**src/rtl/present_seq_pkg.sv**
```systemverilog
// Shared types and constants for the PRESENT UUT round-trip sequencer.
// Holds the sequencer state encoding, timed-out phase codes and default widths.
// No logic; imported by the sequencer top and its phase timer.
package present_seq_pkg;

  localparam int DEF_BLOCK_SIZE = 64;
  localparam int DEF_KEY_SIZE   = 80;

  typedef enum logic [2:0] {
    IDLE,
    RST_ENC,
    KEY_ENC,
    ENC,
    RST_DEC,
    KEY_DEC,
    DEC,
    FINISH
  } seq_state_t;

  // Phase reported on err_phase when a wait state times out
  localparam logic [1:0] PH_KEY = 2'd0;
  localparam logic [1:0] PH_ENC = 2'd1;
  localparam logic [1:0] PH_DEC = 2'd2;

endpackage

```
**src/rtl/present_uut_sequencer_phase_timer.sv**
```systemverilog
// Phase timer: saturating cycle counter with a runtime terminal-count limit.
// Latency: count is 0 in the cycle after clear, tc is combinational on count.
// No backpressure; enable simply freezes the count.
module phase_timer #(
  parameter int TIMEOUT_CYCLES = 1024,
  localparam int CW = $clog2(TIMEOUT_CYCLES) + 1
) (
  input  logic          clk,
  input  logic          rst,
  input  logic          clear,
  input  logic          enable,
  input  logic [CW-1:0] limit,
  output logic          tc
);

  logic [CW-1:0] count;

  // Count up while enabled, restart on clear, stick at all-ones
  always_ff @(posedge clk or negedge rst) begin
    if (!rst) begin
      count <= '0;
    end else if (clear) begin
      count <= '0;
    end else if (enable && (count != {CW{1'b1}})) begin
      count <= count + 1'b1;
    end
  end

  // Terminal count: the current phase has used its allotted cycles
  always_comb begin
    tc = (count == limit);
  end

endmodule

```
**src/rtl/present_uut_sequencer.sv**
```systemverilog
// Drives one PRESENT UUT through reset/key/encrypt/reset/key/decrypt and checks the round trip.
// Latency: 2*RST_HOLD_CYCLES+5 cycles start->done with immediate UUT; each wait phase bounded by TIMEOUT_CYCLES.
// start is ignored while busy; PRESENT_SEQ_CYCLE_COUNT_EN adds enc_cycles/dec_cycles counters.
module present_uut_sequencer
  import present_seq_pkg::*;
#(
  parameter int BLOCK_SIZE      = DEF_BLOCK_SIZE,
  parameter int KEY_INPUT_SIZE  = DEF_KEY_SIZE,
  parameter int RST_HOLD_CYCLES = 4,
  parameter int TIMEOUT_CYCLES  = 1024
) (
  input  logic                      clk,
  input  logic                      rst,
  input  logic                      start,
  input  logic [BLOCK_SIZE-1:0]     plaintext_i,
  input  logic [KEY_INPUT_SIZE-1:0] key_i,
  output logic                      busy,
  output logic                      done,
  output logic                      pass,
  output logic                      timeout_err,
  output logic [1:0]                err_phase,
  output logic [BLOCK_SIZE-1:0]     ciphertext_o,
  output logic [BLOCK_SIZE-1:0]     decrypted_o,
`ifdef PRESENT_SEQ_CYCLE_COUNT_EN
  output logic [15:0]               enc_cycles,
  output logic [15:0]               dec_cycles,
`endif
  output logic                      rst_uut,
  output logic [BLOCK_SIZE-1:0]     block_i_uut,
  output logic [KEY_INPUT_SIZE-1:0] key_uut,
  output logic                      endec_uut,
  input  logic [BLOCK_SIZE-1:0]     block_o_uut,
  input  logic                      end_key_signal_uut,
  input  logic                      end_enc_uut,
  input  logic                      end_dec_uut
);

  localparam int CW = $clog2(TIMEOUT_CYCLES) + 1;
  localparam logic [CW-1:0] HOLD_LIM = CW'(RST_HOLD_CYCLES - 1);
  localparam logic [CW-1:0] TO_LIM   = CW'(TIMEOUT_CYCLES - 1);

  seq_state_t state, next_state;

  logic [BLOCK_SIZE-1:0] pt_lat;
  logic                  start_ok;
  logic                  to_hit;
  logic [1:0]            to_phase;
  logic                  tmr_clear;
  logic                  tmr_en;
  logic [CW-1:0]         tmr_limit;
  logic                  tmr_tc;

  assign start_ok = (state == IDLE) && start;

  // One timer serves both the reset hold and the wait-phase timeout;
  // it restarts on every state change so each phase counts from zero.
  assign tmr_clear = (next_state != state);
  assign tmr_en    = (state != IDLE);
  assign tmr_limit = ((state == RST_ENC) || (state == RST_DEC)) ? HOLD_LIM : TO_LIM;

  phase_timer #(
    .TIMEOUT_CYCLES (TIMEOUT_CYCLES)
  ) u_timer (
    .clk    (clk),
    .rst    (rst),
    .clear  (tmr_clear),
    .enable (tmr_en),
    .limit  (tmr_limit),
    .tc     (tmr_tc)
  );

  // State register
  always_ff @(posedge clk or negedge rst) begin
    if (!rst) begin
      state <= IDLE;
    end else begin
      state <= next_state;
    end
  end

  // Next state and timeout detection; completion wins over a coincident timeout
  always_comb begin
    next_state = state;
    to_hit     = 1'b0;
    to_phase   = PH_KEY;
    unique case (state)
      IDLE:    if (start) next_state = RST_ENC;
      RST_ENC: if (tmr_tc) next_state = KEY_ENC;
      KEY_ENC: begin
        if (end_key_signal_uut) next_state = ENC;
        else if (tmr_tc) begin
          next_state = FINISH;
          to_hit     = 1'b1;
          to_phase   = PH_KEY;
        end
      end
      ENC: begin
        if (end_enc_uut) next_state = RST_DEC;
        else if (tmr_tc) begin
          next_state = FINISH;
          to_hit     = 1'b1;
          to_phase   = PH_ENC;
        end
      end
      RST_DEC: if (tmr_tc) next_state = KEY_DEC;
      KEY_DEC: begin
        if (end_key_signal_uut) next_state = DEC;
        else if (tmr_tc) begin
          next_state = FINISH;
          to_hit     = 1'b1;
          to_phase   = PH_KEY;
        end
      end
      DEC: begin
        next_state = FINISH;
        if (!end_dec_uut && !tmr_tc) next_state = DEC;
        else if (!end_dec_uut) begin
          to_hit   = 1'b1;
          to_phase = PH_DEC;
        end
      end
      FINISH:  next_state = IDLE;
      default: next_state = IDLE;
    endcase
  end

  // UUT control pins and handshake outputs follow the current state
  always_comb begin
    busy      = (state != IDLE) && (state != FINISH);
    done      = (state == FINISH);
    rst_uut   = (state == IDLE) || (state == RST_ENC) || (state == RST_DEC) || (state == FINISH);
    endec_uut = (state == RST_DEC) || (state == KEY_DEC) || (state == DEC);
  end

  // Latch the test vector, capture UUT results and record the verdict
  always_ff @(posedge clk or negedge rst) begin
    if (!rst) begin
      pt_lat       <= '0;
      key_uut      <= '0;
      block_i_uut  <= '0;
      ciphertext_o <= '0;
      decrypted_o  <= '0;
      pass         <= 1'b0;
      timeout_err  <= 1'b0;
      err_phase    <= PH_KEY;
    end else begin
      if (start_ok) begin
        pt_lat      <= plaintext_i;
        key_uut     <= key_i;
        block_i_uut <= plaintext_i;
        pass        <= 1'b0;
        timeout_err <= 1'b0;
        err_phase   <= PH_KEY;
      end
      // Ciphertext becomes the decrypt-phase block input
      if ((state == ENC) && end_enc_uut) begin
        ciphertext_o <= block_o_uut;
        block_i_uut  <= block_o_uut;
      end
      // Verdict is registered on entry to FINISH so it is valid with done
      if ((state == DEC) && end_dec_uut) begin
        decrypted_o <= block_o_uut;
        pass        <= (block_o_uut == pt_lat);
      end
      if (to_hit) begin
        timeout_err <= 1'b1;
        err_phase   <= to_phase;
        pass        <= 1'b0;
      end
    end
  end

`ifdef PRESENT_SEQ_CYCLE_COUNT_EN
  // Cycles spent in key schedule plus cipher run, per direction, saturating
  always_ff @(posedge clk or negedge rst) begin
    if (!rst) begin
      enc_cycles <= '0;
      dec_cycles <= '0;
    end else if (start_ok) begin
      enc_cycles <= '0;
      dec_cycles <= '0;
    end else begin
      if (((state == KEY_ENC) || (state == ENC)) && (enc_cycles != 16'hFFFF))
        enc_cycles <= enc_cycles + 16'd1;
      if (((state == KEY_DEC) || (state == DEC)) && (dec_cycles != 16'hFFFF))
        dec_cycles <= dec_cycles + 16'd1;
    end
  end
`else
  // Cycle counters are not built in this configuration
`endif

endmodule

```
**config.mk**
```make
export PLATFORM = sky130hd
export DESIGN_NAME = present_uut_sequencer
export DESIGN_NICKNAME = d
export VERILOG_FILES = /design/src/rtl/present_seq_pkg.sv /design/src/rtl/present_uut_sequencer_phase_timer.sv /design/src/rtl/present_uut_sequencer.sv
export SDC_FILE = /design/constraint.sdc
export NUM_CORES = 1
export LEC_CHECK = 0
export BUFFER_PORTS_ARGS = -buffer_cell sky130_fd_sc_hd__buf_2
export CORE_AREA = 3 3 191 193
export DETAILED_ROUTE_END_ITERATION = 7
export DIE_AREA = 0 0 194 196
export GPL_ROUTABILITY_DRIVEN = 0
export PLACE_DENSITY = 0.65
export SYNTH_ARGS = -nofsm -noshare
export SYNTH_HDL_FRONTEND = slang
export SYNTH_SLANG_ARGS = --single-unit
```
**constraint.sdc**
```tcl
create_clock -name clk -period 2.15 [get_ports clk]
set_clock_uncertainty 0.1 [all_clocks]
set_input_delay 0.1075 -clock clk [delete_from_list [all_inputs] [get_ports clk]]
set_output_delay 0.1075 -clock clk [all_outputs]
set_load 0.05 [all_outputs]
```
## Word level (Yosys, flattened, before mapping)

Index checks and enable logic that the tools add are counted.
Widths: inputs -> output; s select.

- Register bits after elaboration: 354

- Add/subtract/negate cells: 1
- Eq/ne operators: 12
- Multiplexer cells: 31
- Reductions and logical operators: 21

Operators with widths:

| operator | number |
|---|---|
| $mux 64 | 2 |
| $eq 64x64->1 | 1 |
| $pmux 3 s8 | 1 |
| $mux 11 | 2 |
| $mux 3 | 7 |
| $eq 3x3->1 const B | 4 |
| $mux 1 | 12 |
| $add 11x1->11 const B | 1 |
| $eq 11x10->1 | 1 |
| $ne 11x11->1 const B | 1 |
| $mux 10 | 1 |
| $mux 2 | 4 |
| $eq 3x2->1 const B | 2 |
| $logic_and 1x1->1 | 6 |
| $logic_or 1x1->1 | 6 |
| $reduce_bool 2->1 | 3 |
| $reduce_bool 3->1 | 2 |
| $pmux 2 s2 | 1 |
| $eq 3x1->1 const B | 1 |
| $logic_not 3->1 | 1 |
| $ne 3x3->1 | 1 |
| $ne 3x3->1 const B | 1 |
| $pmux 1 s3 | 1 |
| $logic_not 1->1 | 2 |
| $reduce_or 2->1 | 1 |

## Logic depth before layout (Yosys ltp)

- Word-level depth: 10
- Depth in mapped cells: 9
- Mapped depth without buffers: 6

## By module

Synthesis repeated with hierarchy kept, for this count alone.

- Cells, all modules: 1522
- Area total of the unflattened synthesis: 14691.6 µm²

Modules (own cells, without submodules):

| module | times used | cells an instance | area an instance (µm²) | seq. area each (µm²) |
|---|---|---|---|---|
| present_uut_sequencer | 1 | 1439 | 13878.3 | 8583.2 |
| phase_timer | 1 | 83 | 813.3 | 275.3 |

## Worst setup path before layout

Ideal clock, no wire load.

- Kind: register to output
- From: register state[2]
- To: output rst_uut
- Arrival time: 2591 ps
- Setup slack: -648 ps
- Cell stages (with the launch flop): 6
- Path buffers: 2
- Path through: dfrtp_1 > buf_6 > buf_6 > and3_1 > nor2_1 > o21ai_0

- Elaborated cells on any way between the ends: 7

RTL lines:

| element | RTL line | source |
|---|---|---|
| start: declaration | present_uut_sequencer.sv:42 | `seq_state_t state, next_state;` |
| start signal: assignment | present_uut_sequencer.sv:77 | `state <= next_state;` |
| $eq 3x3->1 | - |  |
| via done | present_uut_sequencer.sv:18 | `output logic done,` |
| $logic_or 1x1->1 | present_uut_sequencer.sv:131 | `rst_uut = (state == IDLE) \|\| (state == RST_ENC) \|\| (state == RST_DEC) \|\| (state == FINISH);` |
| end: declaration | present_uut_sequencer.sv:28 | `output logic rst_uut,` |

The timed path passes the listed nets, and every way through them passes these cells.

## Worst setup path after layout

- From: register u_timer.count[5]
- To: register state[0]

- Word-level cells in the longest chain between the ends: 5
- Elaborated cells on any way between the ends: 11

Ends and longest elaborated chain:

| element | RTL line | source |
|---|---|---|
| start: declaration | present_uut_sequencer_phase_timer.sv:16 | `logic [CW-1:0] count;` |
| start signal: assignment | present_uut_sequencer_phase_timer.sv:25 | `count <= count + 1'b1;` |
| $eq 11x10->1 * | present_uut_sequencer_phase_timer.sv:31 | `tc = (count == limit);` |
| $logic_not 1->1 | present_uut_sequencer.sv:116 | `if (!end_dec_uut && !tmr_tc) next_state = DEC;` |
| $logic_and 1x1->1 | present_uut_sequencer.sv:116 |  |
| $mux 1 | present_uut_sequencer.sv:116 |  |
| $pmux 3 s8 * | present_uut_sequencer.sv:86 | `unique case (state)` |
| via next_state[0] | present_uut_sequencer.sv:42 |  |

The timed path passes the listed nets; every way through them passes the cells marked *.
A chain may end at the register's enable or synchronous reset.

==> qor.csv <==
metric,value,unit
outcome,"complete, no violations",
dieArea,0.0380,mm^2
r2r_setup_slack,0.05,ns
synth-edff-count,0,
drive_gt1_share,43.9,%
dp_hpwl,33600,um
rsz0062_at_grt,false,
hold_violations,0,
gr-max-usage-layer,met2,
cellLeakagePower,10.9,nW
grt_use_met2,43.9,%
syn_area,0.0146,mm^2
worst_pin_slew,0.642,ns
syn2layout_area_growth,45.6,%
grt_use_total,24.6,%
timing.rr.start,u_timer.count[5],
fillCellCount,2744,
yosys.area.top_type,dfrtp_1,
remaining_drc_errors,0,
fp.dieH,196,um
critPathBufInv,0,
rows,68,
cts_tree,done,
synth.distinct_cells,46,
cp_max_fo,4,
use_met1,29.3,%
irDropWorstVdd,0.00126,V
async_reset_ff_share,100,%
h-tree-depth,2,
syn_area_per_cell,12.9,um^2
num_vias,11700,
grtUsageMet3,6.35,%
slowest_stage,or4_4,
powerDensity,1770,mW/mm^2
syn_nets,1344,
clkTransAtPathRegs,0.06,ns
crit_path_max_incr_delay,0.56,ns
port_buffers,493,
clock_path_buffers,3,
finalSetupViolations,0,
drtPass1Iterations,5,
num-nets-final,2071,
grt_overflow_total,0,
synth_seq_cells,354,
setup.worst_path.class,reg2reg,
die_x,194,um
core_area,0.0347,mm^2
period_needed,2.10,ns
clock-sinks,354,
finalMaxSlewViolations,0,
crit_family,simple AND/OR/NAND/NOR gates,
fmax,476,MHz
layout_worst_path_cycle_share,97.8,%
grt_pass1_wl,73600,um
cap_violations,0,
slew_headroom,57.2,%
synth.top_cell.area_share,60.8,%
ant_nets,0,
reg2reg_depth,5,
yosysWarnings,0,
ys.flop_type,dfrtp_1,
fin_util,61.1,%
startpoint_type,flop,
worst_r2r_endpoint,state[0],
worst_setup_path_end_kind,flop,
post_cts_buffers,0,
seq_area_frac_synth,60.8,%
ios,494,
yosys-top-cells-count,"dfrtp_1 (354), mux2_2 (209), nand2_1 (205)",
yosysMostFrequentCell,dfrtp_1,
min_path_type,in2async,
wl_per_cell,20.5,um
first_iter_violations,505,
synth_area_leaders,"dfrtp_1 (61%), mux2_2 (16%), nand2_1 (5.3%), mux2i_1 (4.5%), xnor2_1 (3.4%)",
drt-total-wl,47900,um
path_cells,or4_4 -> nor4_4 -> o21a_2 -> nor2_1 -> o32ai_1,
clockRootBuffer,clkbuf_16,
vias_per_cell,4.98,
grt_pass1_vias,12600,
antenna_found_initial,2,
cts_made_buffers,39,
syn-instance-count,1129,
start_util,41.9,%
arrival,2.40,ns
crit_required,2.45,ns
clk_latency,0.52,ns
grt_max_degree,76,
fin_tns_setup,0,ns
==> state kept, by name (all words and copies together), names as in the netlist <==
name	cells
key_uut	80
block_i_uut	64
ciphertext_o	64
decrypted_o	64
pt_lat	64
u_timer.count	11
state	3
err_phase	2
pass	1
timeout_err	1
==> repair_timing <==
action / CTS / global route
setup endpoints to repair: 1 / 13
endpoints found under the hold margin: 682 / 0
gates cloned: 0 / 0
resized for setup: 1 / 5
hold buffers: 212 / 0
==> power by group <==
part / internal, mW / switching [mW] / leakage (nW)
combinational: 5.60 / 13.7 / 5.91
clock: 3.94 / 2.64 / 0.618
sequential: 9.81 / 1.76 / 4.39
==> cell type report <==
| class | count | area (um^2) | share of cell area (%) |
|---|---|---|---|
| Antenna cell | 2 | 5.00 | 0.0236 |
| Clock inverter | 14 | 158 | 0.744 |
| Multi-Input combinational cell | 716 | 5430 | 25.6 |
| Timing Repair Buffer | 745 | 5080 | 24.0 |
| Tap cell | 455 | 569 | 2.69 |
| Sequential cell | 354 | 8860 | 41.8 |
| Clock buffer | 53 | 1100 | 5.18 |
==> worst max-delay path by stage <==
stage	from	to	slack (ns)	depth (start not counted)
2_1_floorplan	state[2]	rst_uut	0.02	5
6_report	u_timer.count[5]	state[0]	0.05	5
4_1_cts	u_timer.count[5]	u_timer.count[3]	0.006	5
5_1_grt	u_timer.count[5]	state[0]	0.004	5
3_5_place_dp	u_timer.count[5]	u_timer.count[2]	0.04	5
3_3_place_gp	u_timer.count[5]	u_timer.count[4]	0.06	5
==> layout by cell type, fill, tap and decap left out, types with 5 or more instances in the layout <==
cell type and instances:
buf_12 14, buf_2 491, buf_4 26, clkbuf_1 7, clkbuf_16 39, clkbuf_8 7, clkinv_2 7, dfrtp_1 353
dlygate4sd3_1 212, mux2_2 209, mux2i_1 65, nand2_1 203, nand3_1 8, nand4_1 19, nor2_1 11, nor2_2 6
nor4_1 5, o21ai_0 68, xnor2_1 56, xor2_1 18
==> metal layers <==
layer | vias to the layer above | share of wire, %
li1 | 5344 | -
met1 | 5771 | 39
met2 | 447 | 51
met3 | 88 | 7.0
met4 | 0 | 3.0
met5 | - | 0
==> logic make-up (layout without fill, tap and decap cells) <==
family / Yosys count / after routing / synth area share, %
xor+xnor: 74 / 74 / 4.45
other cells: 0 / 2 / 0
mux: 274 / 274 / 20.6
fa+ha+maj: 1 / 1 / 0.0859
flops: 354 / 354 / 60.8
buf+inv: 59 / 812 / 2.12
compound gates: 86 / 86 / 3.30
simple gates: 281 / 281 / 8.58
==> per-stage QoR <==
step	hold WS [ns]	power [mW]	cells	setup WS (ns)	instance area, um^2
6_report	0.0282	37.5	2339	0.0476	21200
5_1_grt	0.0455	39.3	2339	0.00445	21200
4_1_cts	0.00515	37.7	2337	0.00631	21200
3_5_place_dp	0.0284	30.6	2058	0.0359	17800
3_3_place_gp	0.0228	30.3	2058	0.0616	17800
2_1_floorplan	-0.288	25.3	1129	0.0197	14600
Power figures use the tool's default switching activity.
